**config.mk**
```make
export PLATFORM = sky130hd
export DESIGN_NAME = sram_bw_ctrl_flat
export DESIGN_NICKNAME = d
export VERILOG_FILES = /design/src/rtl/sram_ctrl_pkg.sv /design/src/rtl/sram_bw_ctrl_if.sv /design/src/rtl/sram_resp_skid.sv /design/src/rtl/sram_bw_ctrl.sv /design/src/flat_wrapper.sv
export SDC_FILE = /design/constraint.sdc
export NUM_CORES = 1
export LEC_CHECK = 0
export CAP_MARGIN = 20
export CORE_AREA = 2 2 267 269
export CTS_CLUSTER_SIZE = 8
export DETAILED_ROUTE_END_ITERATION = 6
export DIE_AREA = 0 0 269 271
export GPL_TIMING_DRIVEN = 0
export PLACE_DENSITY = 0.34
export SLEW_MARGIN = 20
export SYNTH_ARGS = -nofsm -noshare
export SYNTH_HDL_FRONTEND = slang
export SYNTH_HIERARCHICAL = 1
export SYNTH_SLANG_ARGS = --single-unit
```
**constraint.sdc**
```tcl
create_clock -name CLK -period 4.96 [get_ports CLK]
set_input_delay 0.992 -clock CLK [delete_from_list [all_inputs] [get_ports CLK]]
set_output_delay 0.992 -clock CLK [all_outputs]
set_load 0.01 [all_outputs]
```
**src/rtl/sram_ctrl_pkg.sv**
```systemverilog
// Shared types, widths and helpers for the bit-write SRAM controller.
package sram_ctrl_pkg;

  localparam int unsigned DATA_W = 128;
  localparam int unsigned DEPTH  = 64;
  localparam int unsigned ADDR_W = 6;
  localparam int unsigned MASK_W = DATA_W / 8;

  typedef enum logic {
    S_INIT = 1'b0,
    S_RUN  = 1'b1
  } state_e;

  // Byte enables widened to one enable per data bit (active-high).
  function automatic logic [DATA_W-1:0] expand_mask(input logic [MASK_W-1:0] m);
    logic [DATA_W-1:0] r;
    r = '0;
    for (int i = 0; i < int'(MASK_W); i++) begin
      r[8*i +: 8] = {8{m[i]}};
    end
    return r;
  endfunction

endpackage

```
**src/rtl/sram_bw_ctrl_if.sv**
```systemverilog
// Request/response stream plus macro pin bundle for sram_bw_ctrl.
interface sram_bw_ctrl_if;
  import sram_ctrl_pkg::*;

  logic              req_valid;
  logic              req_ready;
  logic              req_wen;
  logic [ADDR_W-1:0] req_addr;
  logic [DATA_W-1:0] req_wdata;
  logic [MASK_W-1:0] req_wmask;
  logic              resp_valid;
  logic              resp_ready;
  logic [DATA_W-1:0] resp_rdata;
  logic              sram_CEB;
  logic              sram_WEB;
  logic [DATA_W-1:0] sram_BWEB;
  logic [ADDR_W-1:0] sram_A;
  logic [DATA_W-1:0] sram_D;
  logic [DATA_W-1:0] sram_Q;

  modport slave (
    input  req_valid, req_wen, req_addr, req_wdata, req_wmask, resp_ready, sram_Q,
    output req_ready, resp_valid, resp_rdata,
    output sram_CEB, sram_WEB, sram_BWEB, sram_A, sram_D
  );

  modport master (
    output req_valid, req_wen, req_addr, req_wdata, req_wmask, resp_ready, sram_Q,
    input  req_ready, resp_valid, resp_rdata,
    input  sram_CEB, sram_WEB, sram_BWEB, sram_A, sram_D
  );

endinterface

```
**src/rtl/sram_resp_skid.sv**
```systemverilog
// Read response stage: passes macro Q through in the read-data cycle and
// parks it in a hold register if the consumer stalls.
module sram_resp_skid
  import sram_ctrl_pkg::*;
(
  input  logic              clk_i,
  input  logic              rst_i,
  input  logic              rd_pending_i,
  input  logic [DATA_W-1:0] sram_q_i,
  input  logic              resp_ready_i,
  output logic              resp_valid_o,
  output logic [DATA_W-1:0] resp_rdata_o
);

  logic              hold_valid_q;
  logic [DATA_W-1:0] hold_q;

  always_ff @(posedge clk_i or posedge rst_i) begin
    if (rst_i) begin
      hold_valid_q <= 1'b0;
      hold_q       <= '0;
    end else if (rd_pending_i && !resp_ready_i) begin
      hold_valid_q <= 1'b1;
      hold_q       <= sram_q_i;
    end else if (resp_ready_i) begin
      hold_valid_q <= 1'b0;
    end
  end

  assign resp_valid_o = rd_pending_i || hold_valid_q;
  assign resp_rdata_o = (rd_pending_i && !hold_valid_q) ? sram_q_i : hold_q;

endmodule

```
**src/rtl/sram_bw_ctrl.sv**
```systemverilog
// Zero-fills the 64x128 bit-write SRAM after reset, then maps a valid/ready
// request stream onto the macro's active-low controls and returns read data.
module sram_bw_ctrl
  import sram_ctrl_pkg::*;
(
  input  logic          CLK,
  input  logic          RST,
  sram_bw_ctrl_if.slave bus,
  output logic          init_done
);

  state_e            state_q;
  logic [ADDR_W-1:0] cnt_q;
  logic              rd_pending_q;
  logic              init_done_q;
  logic              req_ready_c;
  logic              req_fire_c;
  logic              resp_valid;
  logic [DATA_W-1:0] resp_rdata;

  assign req_ready_c = !RST && (state_q == S_RUN) && (!resp_valid || bus.resp_ready);
  assign req_fire_c  = bus.req_valid && req_ready_c;

  // Init sequencer and read-pending tracking.
  always_ff @(posedge CLK or posedge RST) begin
    if (RST) begin
      state_q      <= S_INIT;
      cnt_q        <= '0;
      rd_pending_q <= 1'b0;
      init_done_q  <= 1'b0;
    end else begin
      rd_pending_q <= req_fire_c && !bus.req_wen;
      unique case (state_q)
        S_INIT: begin
          if (cnt_q == ADDR_W'(DEPTH - 1)) begin
            state_q     <= S_RUN;
            init_done_q <= 1'b1;
          end else begin
            cnt_q <= cnt_q + ADDR_W'(1);
          end
        end
        S_RUN: begin
          state_q <= S_RUN;
        end
        default: state_q <= S_INIT;
      endcase
    end
  end

  // Macro controls are sampled on the same edge that accepts the request.
  always_comb begin
    bus.sram_CEB  = 1'b1;
    bus.sram_WEB  = 1'b1;
    bus.sram_BWEB = '1;
    bus.sram_A    = '0;
    bus.sram_D    = '0;
    if (!RST) begin
      if (state_q == S_INIT) begin
        bus.sram_CEB  = 1'b0;
        bus.sram_WEB  = 1'b0;
        bus.sram_BWEB = '0;
        bus.sram_A    = cnt_q;
      end else if (req_fire_c) begin
        bus.sram_CEB = 1'b0;
        bus.sram_A   = bus.req_addr;
        if (bus.req_wen) begin
          bus.sram_WEB  = 1'b0;
          bus.sram_D    = bus.req_wdata;
          bus.sram_BWEB = ~expand_mask(bus.req_wmask);
        end
      end
    end
  end

  sram_resp_skid u_skid (
    .clk_i        (CLK),
    .rst_i        (RST),
    .rd_pending_i (rd_pending_q),
    .sram_q_i     (bus.sram_Q),
    .resp_ready_i (bus.resp_ready),
    .resp_valid_o (resp_valid),
    .resp_rdata_o (resp_rdata)
  );

  assign bus.req_ready  = req_ready_c;
  assign bus.resp_valid = resp_valid;
  assign bus.resp_rdata = resp_rdata;
  assign init_done      = init_done_q;

endmodule

```
**src/flat_wrapper.sv**
```systemverilog
// flat-port wrapper written by rule: the top's interface ports become plain ports
module sram_bw_ctrl_flat import sram_ctrl_pkg::*;
  (CLK, RST, init_done, bus_req_valid, bus_req_wen, bus_req_addr, bus_req_wdata, bus_req_wmask, bus_resp_ready, bus_sram_Q, bus_req_ready, bus_resp_valid, bus_resp_rdata, bus_sram_CEB, bus_sram_WEB, bus_sram_BWEB, bus_sram_A, bus_sram_D);
  sram_bw_ctrl_if bus_i ();
  input  logic CLK;
  input  logic RST;
  output logic init_done;
  input wire logic [$bits(bus_i.req_valid)-1:0] bus_req_valid;
  input wire logic [$bits(bus_i.req_wen)-1:0] bus_req_wen;
  input wire logic [$bits(bus_i.req_addr)-1:0] bus_req_addr;
  input wire logic [$bits(bus_i.req_wdata)-1:0] bus_req_wdata;
  input wire logic [$bits(bus_i.req_wmask)-1:0] bus_req_wmask;
  input wire logic [$bits(bus_i.resp_ready)-1:0] bus_resp_ready;
  input wire logic [$bits(bus_i.sram_Q)-1:0] bus_sram_Q;
  output wire logic [$bits(bus_i.req_ready)-1:0] bus_req_ready;
  output wire logic [$bits(bus_i.resp_valid)-1:0] bus_resp_valid;
  output wire logic [$bits(bus_i.resp_rdata)-1:0] bus_resp_rdata;
  output wire logic [$bits(bus_i.sram_CEB)-1:0] bus_sram_CEB;
  output wire logic [$bits(bus_i.sram_WEB)-1:0] bus_sram_WEB;
  output wire logic [$bits(bus_i.sram_BWEB)-1:0] bus_sram_BWEB;
  output wire logic [$bits(bus_i.sram_A)-1:0] bus_sram_A;
  output wire logic [$bits(bus_i.sram_D)-1:0] bus_sram_D;
  assign bus_i.req_valid = bus_req_valid;
  assign bus_i.req_wen = bus_req_wen;
  assign bus_i.req_addr = bus_req_addr;
  assign bus_i.req_wdata = bus_req_wdata;
  assign bus_i.req_wmask = bus_req_wmask;
  assign bus_i.resp_ready = bus_resp_ready;
  assign bus_i.sram_Q = bus_sram_Q;
  assign bus_req_ready = bus_i.req_ready;
  assign bus_resp_valid = bus_i.resp_valid;
  assign bus_resp_rdata = bus_i.resp_rdata;
  assign bus_sram_CEB = bus_i.sram_CEB;
  assign bus_sram_WEB = bus_i.sram_WEB;
  assign bus_sram_BWEB = bus_i.sram_BWEB;
  assign bus_sram_A = bus_i.sram_A;
  assign bus_sram_D = bus_i.sram_D;
  sram_bw_ctrl u_core (.CLK(CLK), .RST(RST), .bus(bus_i), .init_done(init_done));
endmodule
```
==> results_dict.tcl, run 1 <==
set metrics [dict create \
    cap_violations 0 \
    gp_congestion 0.9025 \
    diodes 0 \
    drt_first_pass_iters 4 \
    cts-root-buf "clkbuf_16" \
    synth-seq-area-share_pct 38.81 \
    drive_gt1_share_pct 31.94 \
    tightest_slew_ns 0.8690 \
    outcome "completed" \
    initial_core_util_pct 12.75 \
    synthesis.nets 1025 \
    async_reset_ff_share_pct 100.0 \
    worstPathCellList "clkdlybuf4s50_1 > and2b_1 > o21ai_4 > buf_2 > o211ai_1 > buf_4 > clkdlybuf4s50_1" \
    tritoncts "built" \
    antenna_left 0 \
    clockBufferDepth 2 \
    cts_htree_levels 4 \
    critPathKind "input port to output port" \
    crit_top_cell "clkdlybuf4s50_1" \
    cts.reportedPaths.clkPinSlew_ns 0.06 \
    synthTopCellsByCount "mux2_2, dfrtp_1, and2_1" \
    cts.sinks 138 \
    yosys.area.top_type "dfrtp_1" \
    layout.nets 1730 \
    grt_pass1_vias 8838 \
    clock_latency_ns 0.47 \
    clock_skew_ns 0.01293 \
    syn_to_final_growth_pct 97.98 \
    finalCritPeriodShare_pct 96.71 \
    wl_per_cell_um 23.78 \
    yosysMostFrequentCell "mux2_2" \
    multi_input_area_sq_um 4135 \
    p_per_area_nw_per_um2 182.4 \
    drt_iter0_drc 158 \
    via_per_inst 3.422 \
    layout_setup_ws_ns 0.1634 \
    die_y_um 271 \
    die_area_sq_um 72900 \
    grt_max_degree 73 \
    synth_seq_cells 138 \
    cpMaxStageDelayCell "clkdlybuf4s50_1" \
    synth.avg_cell_area_sq_um 12.01 \
    antenna_found_initial 7 \
    crit_family "buffers and inverters" \
    cp-start-kind "input port" \
    hpwl_mm 49.27 \
    drt_wl_total_mm 57.05 \
    synth-edff-count 0 \
    core-area_sq_um 69790 \
    min_path_type "flop to flop" \
    ys_types 34 \
    slowest_delay_ns 0.57 \
    period_needed_ns 4.797 \
    final-seq-area_sq_um 3453 \
    rows 97 \
    drc 0 \
    ir_drop_mv 0.2120 \
    p_leak_nw 7.484 \
    grt_pass1_wl_mm 74.19 \
    synthesis.area_sq_um 8897 \
    cp_max_fo 10 \
    finalSetupViolCount 0 \
    finalHoldViolations 0 \
    cts_buffers 17 \
    portBuffers 677 \
    crit_arrival_ns 3.80 \
    nFillCells 7408 \
    post-synth-top-area-fraction_pct 38.81 \
    required_ns 3.97 \
    die_w_um 269 \
    fin_tns_setup_ns 0 \
    syn_inst 741 \
    io_pins 678 \
    overflow 0 \
    synth_area_leaders "dfrtp_1, mux2_2, buf_4, and2_1, clkbuf_8" \
    vias 8209 \
    critPathBufInv 4 \
    rsz0062_at_grt "no" \
    grt_use_total_pct 15.18 \
    cp-end-kind "output port" \
    fmax_ghz 0.2085 \
    place_ws_ns -0.5744 \
    drv_slew 0 \
    ys_warn_count 6 \
    relSlewSlack_pct 41.81 \
    synthFlopType "dfrtp_1" \
]
==> layout by cell type (no fill, tap or decap), types with 2 or more instances in the layout <==
cell type and count:
dfrtp_1 138, clkbuf_8 21, nor2b_1 3, o211ai_1 17, bufinv_16 4, clkbuf_16 17
mux2_2 259, nor2b_4 2, clkdlybuf4s50_1 677, clkbuf_2 12, buf_6 15, o21a_1 2
a22o_1 6, and2_1 128, clkinvlp_4 3, nand3_1 4, nand2_1 5, clkinv_2 3
buf_4 121
==> state kept, by name, summed over array words and instances (netlist names) <==
register and flops:
u_core/u_skid/hold_q 128, u_core/cnt_q 6, u_core/init_done 1, u_core/rd_pending_q 1, u_core/state_q 1, u_core/u_skid/hold_valid_q 1
==> final timing paths <==
path	from	to	slack, ns	cells after the start
setup / recovery	bus_resp_ready	bus_sram_BWEB[51]	0.16	7
hold / removal	u_core/init_done$_DFFE_PP0P_	u_core/init_done$_DFFE_PP0P_	0.49	1
setup reg to reg	u_core/u_skid/hold_valid_q$_DFFE_PP0P_	u_core/rd_pending_q$_DFF_PP0_	3.23	4
hold reg to reg	u_core/init_done$_DFFE_PP0P_	u_core/init_done$_DFFE_PP0P_	0.49	1
max in group asynchronous	RST	u_core/u_skid/hold_q[36]$_DFFE_PP0P_	2.96	3
min in group asynchronous	RST	u_core/u_skid/hold_valid_q$_DFFE_PP0P_	1.23	2
==> metrics by stage <==
stage | util [%] | instance area (sq um) | instances | hold WS, ns | power (W)
after floorplan | - | 8897 | 741 | 0.4766 | 0.001341
after global placement | 24.15 | 16850 | 2358 | 0.4774 | 0.001774
after detailed placement | 24.21 | 16900 | 2360 | 0.4854 | 0.001778
after CTS | 25.18 | 17570 | 2393 | 0.5041 | 0.003303
after global routing | 25.24 | 17610 | 2399 | 0.5139 | 0.003369
final | 25.24 | 17610 | 2399 | 0.4878 | 0.003212
==> final cells by class <==
cell class                      count  area share, %
Multi-Input combinational cell    441          23.48
Tap cell                          940          6.677
Timing Repair Buffer              686          38.99
Buffer                            158          7.395
Clock buffer                       22          2.806
Clock inverter                     10         0.9163
Sequential cell                   138          19.61
Inverter                            4         0.1350
==> power by group <==
part | leakage (nW) | switching, W | internal, W
sequential | 1.90 | 0.00000719 | 0.00114
clock | 0.315 | 0.000553 | 0.000907
combinational | 5.27 | 0.000200 | 0.000403
total | 7.48 | 0.000759 | 0.00245
==> worst register-to-register path: stages (launching register included) <==
cell and delay (ns):
dfrtp_1 0.40, or2_2 0.36, and2b_1 0.26, nor4b_4 0.46
nor2b_1 0.18
==> layer usage <==
| layer | vias to the layer above | track usage [%] | share of wire, % |
|---|---|---|---|
| met5 | - | 0 | 0.096 |
| met2 | 362 | 30.25 | 57 |
| met4 | 8 | 6.667 | 4.0 |
| met3 | 60 | 5.534 | 7.6 |
| li1 | 3832 | - | - |
| met1 | 3947 | 13.20 | 32 |
==> logic make-up after synthesis <==
family | synth area share, %
mux | 32.78
buf+inv | 14.79
simple gates | 10.87
flops | 38.81
compound gates | 2.503
xor+xnor | 0.09846
fa+ha+maj | 0.1406
==> what timing repair did <==
item / 4_1_cts / 5_1_grt
hold buffers: 0 / 0
gates resized for setup: 3 / 0
pin swaps: 1 / 6
endpoints found under the setup margin: 71 / 34
setup buffers: 1 / 6
(Power assumes the default switching activity.)
==> inputs of run 2 (changes only) <==
- CAP_MARGIN: 20 -> 25
- CORE_AREA: 2 2 267 269 -> 2 2 261 263
- CTS_CLUSTER_SIZE: 8 -> 10
- DIE_AREA: 0 0 269 271 -> 0 0 263 265
- DONT_BUFFER_PORTS: unset -> 1
- PLACE_DENSITY: 0.34 -> 0.3
==> results_dict.tcl, run 2 (synthesis results as in run 1) <==
set metrics [dict create \
    outcome "completed" \
    drive_gt1_share_pct 59.05 \
    postCtsSetupRepairBufs 0 \
    cts.reportedPaths.clkPinSlew_ns 0.07 \
    cts_htree_levels 4 \
    place_ws_ns 1.249 \
    finalSetupViolCount 0 \
    core-area_sq_um 66800 \
    clock_skew_ns 0.01593 \
    cp_max_fo 10 \
    drt_iter0_drc 237 \
    cts.sinks 138 \
    cts_hold_buf 0 \
    clockBufferDepth 2 \
    rr_startpoint "u_core/u_skid/hold_valid_q$_DFFE_PP0P_" \
    overflow 0 \
    gp_congestion 1.142 \
    cts-root-buf "clkbuf_16" \
    r2r_end "u_core/rd_pending_q$_DFF_PP0_" \
    die_w_um 263 \
    initial_core_util_pct 13.32 \
    final_cell_mix "mux2_2, dfrtp_1, and2_1, buf_4, clkbuf_8" \
    wl_per_cell_um 29.81 \
    vias 5931 \
    cp-start-kind "flop" \
    tightest_slew_ns 1.076 \
    crit_arrival_ns 3.02 \
    drt_wl_total_mm 49.85 \
    relSlewSlack_pct 27.94 \
    post-place-cells 1620 \
    layout_setup_ws_ns 0.9452 \
    drt_first_pass_iters 4 \
    fmax_ghz 0.2491 \
    antenna_found_initial 48 \
    die_y_um 265 \
    rows 95 \
    die_area_sq_um 69700 \
    largest_register_ffs 128 \
    cts_buffers 17 \
    finalHoldViolations 0 \
    via_per_inst 3.547 \
    min_path_type "input port to asynchronous set/reset pin" \
    io_pins 678 \
    grt_pass1_vias 5904 \
    top_register "u_core/u_skid/hold_q" \
    clock_latency_ns 0.48 \
    cp-end-kind "output port" \
    drc 0 \
    finalCritPeriodShare_pct 80.94 \
    grt_max_degree 80 \
    cap_violations 0 \
    p_per_area_nw_per_um2 245.6 \
    worstSetupEndpoint "bus_sram_BWEB[66]" \
    layout_commonest_cell "mux2_2" \
    syn_to_final_growth_pct 20.08 \
    critPathKind "flop to output port" \
    drv_slew 0 \
    rsz0062_at_grt "no" \
    p_leak_nw 4.897 \
    reg_top3 "u_core/u_skid/hold_q x128, u_core/cnt_q x6" \
    reg2reg_depth 4 \
    layout.nets 1050 \
    cts-resized-gates 0 \
    grt_pass1_wl_mm 62.71 \
    hpwl_mm 42.75 \
    crit_path_start "u_core/u_skid/hold_valid_q$_DFFE_PP0P_" \
    portBuffers 0 \
    antenna_left 0 \
    fin_tns_setup_ns 0 \
    ir_drop_mv 0.2504 \
    final_cells 1672 \
    period_needed_ns 4.015 \
    tritoncts "built" \
    grt_use_total_pct 13.86 \
    rrSetupSlack_ns 3.05 \
    required_ns 3.97 \
]
-- run 2: stage by stage --
step	util [%]	hold WS [ns]	instance area (sq um)	power [W]
final	15.99	0.2234	10680	0.002624
after CTS	15.92	0.1691	10630	0.002706
after global routing	15.97	0.1865	10670	0.002751
after detailed placement	15.10	0.4915	10090	0.001395
after floorplan	-	0.4766	8897	0.001341
after global placement	14.95	0.4843	9990	0.001388
-- run 2: how the worst min path moves through the flow --
stage | from | endpoint | slack [ns] | cells after the start
after floorplan | u_core/u_skid/hold_q[115]$_DFFE_PP0P_ | u_core/u_skid/hold_q[115]$_DFFE_PP0P_ | 0.48 | 1
after global placement | u_core/u_skid/hold_q[88]$_DFFE_PP0P_ | u_core/u_skid/hold_q[88]$_DFFE_PP0P_ | 0.48 | 1
after detailed placement | u_core/u_skid/hold_q[104]$_DFFE_PP0P_ | u_core/u_skid/hold_q[104]$_DFFE_PP0P_ | 0.49 | 1
after CTS | RST | u_core/u_skid/hold_valid_q$_DFFE_PP0P_ | 0.17 | 1
after global routing | RST | u_core/u_skid/hold_valid_q$_DFFE_PP0P_ | 0.19 | 1
final | RST | u_core/u_skid/hold_valid_q$_DFFE_PP0P_ | 0.22 | 1
-- run 2: layout make-up --
| cell class | instances | area (sq um) |
|---|---|---|
| fill | 7481 | 56120 |
| multi-input combinational | 441 | 4128 |
| sequential | 138 | 3453 |
| buffer | 158 | 1301 |
| tap | 873 | 1092 |
| clock buffer | 20 | 456.7 |
| clock inverter | 12 | 91.34 |
| timing repair buffer | 6 | 88.84 |
| antenna | 20 | 50.05 |
| inverter | 4 | 22.52 |
-- run 2: critical path, cell delays in order, from the launching register on --
cell	delay [ns]
dfrtp_1	0.41
or2_2	0.36
and2b_1	0.26
o21ai_2	0.38
buf_2	0.33
o211ai_1	0.45
buf_4	0.33
-- run 2: per-layer routing --
metal	routed length [um]	global-route usage [%]	part of all wire, %
met1	15460	12.50	31
met2	26460	25.58	53
met3	6557	8.416	13
met4	933	3.954	1.9
met5	441	1.871	0.88
-- run 2: power by group --
group,total [W],internal (W),switching (W)
Sequential,0.00115,0.00114,0.00000726
Clock,0.00126,0.000667,0.000589
Combinational,0.000219,0.0000946,0.000124
Total,0.00262,0.00190,0.000720
==> inputs of run 3 (changes only) <==
- clock period: 4.96 -> 4.05 ns (I/O delays scaled with it)
==> results_dict.tcl, run 3 (synthesis results as in run 1) <==
set metrics [dict create \
    fmax_ghz 0.2531 \
    nFillCells 7509 \
    p_per_area_nw_per_um2 307.2 \
    slowest_delay_ns 0.48 \
    overflow 0 \
    relSlewSlack_pct 28.64 \
    multi_input_area_sq_um 4135 \
    m1WireLength_mm 16.82 \
    clockBufferDepth 2 \
    die_y_um 265 \
    cts_htree_levels 4 \
    post-place-cells 1621 \
    cap_violations 0 \
    io_pins 678 \
    layout_setup_ws_ns 0.09821 \
    drive_gt1_share_pct 59.23 \
    gp_congestion 1.030 \
    worstPathCellList "or2_2 > and2b_1 > o21ai_4 > buf_2 > o211ai_1 > buf_4" \
    grt_max_degree 29 \
    largest_register_ffs 128 \
    top_layer "met5" \
    final_cells 1669 \
    cts_buffers 17 \
    rr_startpoint "u_core/u_skid/hold_valid_q$_DFFE_PP0P_" \
    hpwl_mm 43.36 \
    core-area_sq_um 66800 \
    critPathKind "flop to output port" \
    drt_wl_total_mm 49.56 \
    vias 5888 \
    dpl_cell_area_sq_um 10110 \
    cts.sinks 138 \
    drv_slew 0 \
    initial_core_util_pct 13.32 \
    hold_ws_ns 0.1361 \
    tightest_slew_ns 1.066 \
    p_leak_nw 4.943 \
    outcome "completed" \
    die_area_sq_um 69700 \
    period_needed_ns 3.952 \
    cts-root-buf "clkbuf_16" \
    ir_drop_mv 0.2878 \
    post-route-cell-area_sq_um 10750 \
    rrSetupSlack_ns 2.01 \
    antenna_left 0 \
    cp-end-kind "output port" \
    rows 95 \
    drt_first_pass_iters 4 \
    layout.nets 1051 \
    antenna_found_initial 35 \
    wl_per_cell_um 29.69 \
    reg2reg_depth 4 \
    reg_top3 "u_core/u_skid/hold_q x128, u_core/cnt_q x6" \
    finalHoldViolations 0 \
    drt_iter0_drc 274 \
    final_cell_mix "mux2_2, dfrtp_1, and2_1, buf_4" \
    postCtsSetupRepairBufs 0 \
    grt_pass1_vias 6077 \
    cts-resized-gates 1 \
    min_path_type "input port to asynchronous set/reset pin" \
    tritoncts "built" \
    crit_arrival_ns 3.14 \
    wl_met2_mm 25.78 \
    syn_to_final_growth_pct 20.83 \
    finalCritPeriodShare_pct 97.58 \
    die_w_um 263 \
    grt_pass1_wl_mm 63.34 \
    cts_hold_buf 0 \
    crit_path_start "u_core/u_skid/hold_valid_q$_DFFE_PP0P_" \
    cpMaxStageDelayCell "o211ai_1" \
    final-seq-area_sq_um 3453 \
    layout_commonest_cell "mux2_2" \
    required_ns 3.24 \
    top_register "u_core/u_skid/hold_q" \
    via_per_inst 3.528 \
    rsz0062_at_grt "no" \
    cp-start-kind "flop" \
    cp_max_fo 10 \
    finalSetupViolCount 0 \
    clock_latency_ns 0.48 \
    place_ws_ns 0.4341 \
    clock_skew_ns 0.02844 \
    cts.reportedPaths.clkPinSlew_ns 0.07 \
    r2r_end "u_core/rd_pending_q$_DFF_PP0_" \
    portBuffers 0 \
    wl_met3_mm 4.710 \
    grt_use_total_pct 13.86 \
    fin_tns_setup_ns 0 \
    drc 0 \
]
run 3: cell count changes in the layout (fill, tap and decap cells not counted), moves of 3 or more:
cell and change:
buf_12 +5, clkinvlp_4 -4, diode_2 -4, clkinv_4 +3
run 3: cell type report:
cell class	count	area share [%]
clock buffer	17	3.957
tap	873	10.16
timing repair buffer	7	1.106
antenna	16	0.3724
clock inverter	15	1.536
buffer	158	12.10
sequential	138	32.12
inverter	4	0.1746
multi-input combinational	441	38.47
run 3: worst max-delay path: cells and delay by family (launching register included):
family,cells,cell delay (ns)
AOI/OAI and AO/OA,2,0.89
and+or+nand+nor,2,0.68
buffers and inverters,2,0.67
DFF,1,0.40
run 3: per-layer routing:
layer | GRT usage, % | vias up
met5 | 0.5544 | -
met4 | 6.317 | 24
met3 | 6.512 | 83
met2 | 24.91 | 402
met1 | 13.44 | 2882
li1 | - | 2497
run 3: per-stage QoR:
step / power (W) / util (%)
2_1_floorplan: 0.001643 / -
3_3_place_gp: 0.001696 / 14.96
3_5_place_dp: 0.001707 / 15.14
4_1_cts: 0.003418 / 16.03
5_1_grt: 0.003469 / 16.08
6_report: 0.003303 / 16.09
run 3: power breakdown:
group	switching [W]	internal, W	total, W	leakage [nW]
Sequential	0.00000882	0.00140	0.00141	1.90
Combinational	0.000149	0.000118	0.000267	2.75
Clock	0.000711	0.000917	0.00163	0.294
Total	0.000869	0.00243	0.00330	4.94
run 3: how the worst max path moves through the flow:
| stage | to | slack, ns |
|---|---|---|
| after floorplan | bus_sram_BWEB[100] | 1.13 |
| after global placement | bus_sram_BWEB[87] | 0.19 |
| after detailed placement | bus_sram_BWEB[86] | 0.43 |
| after CTS | bus_sram_BWEB[86] | 0.06 |
| after global routing | bus_sram_BWEB[87] | 0.02 |
| final | bus_sram_BWEB[87] | 0.1 |
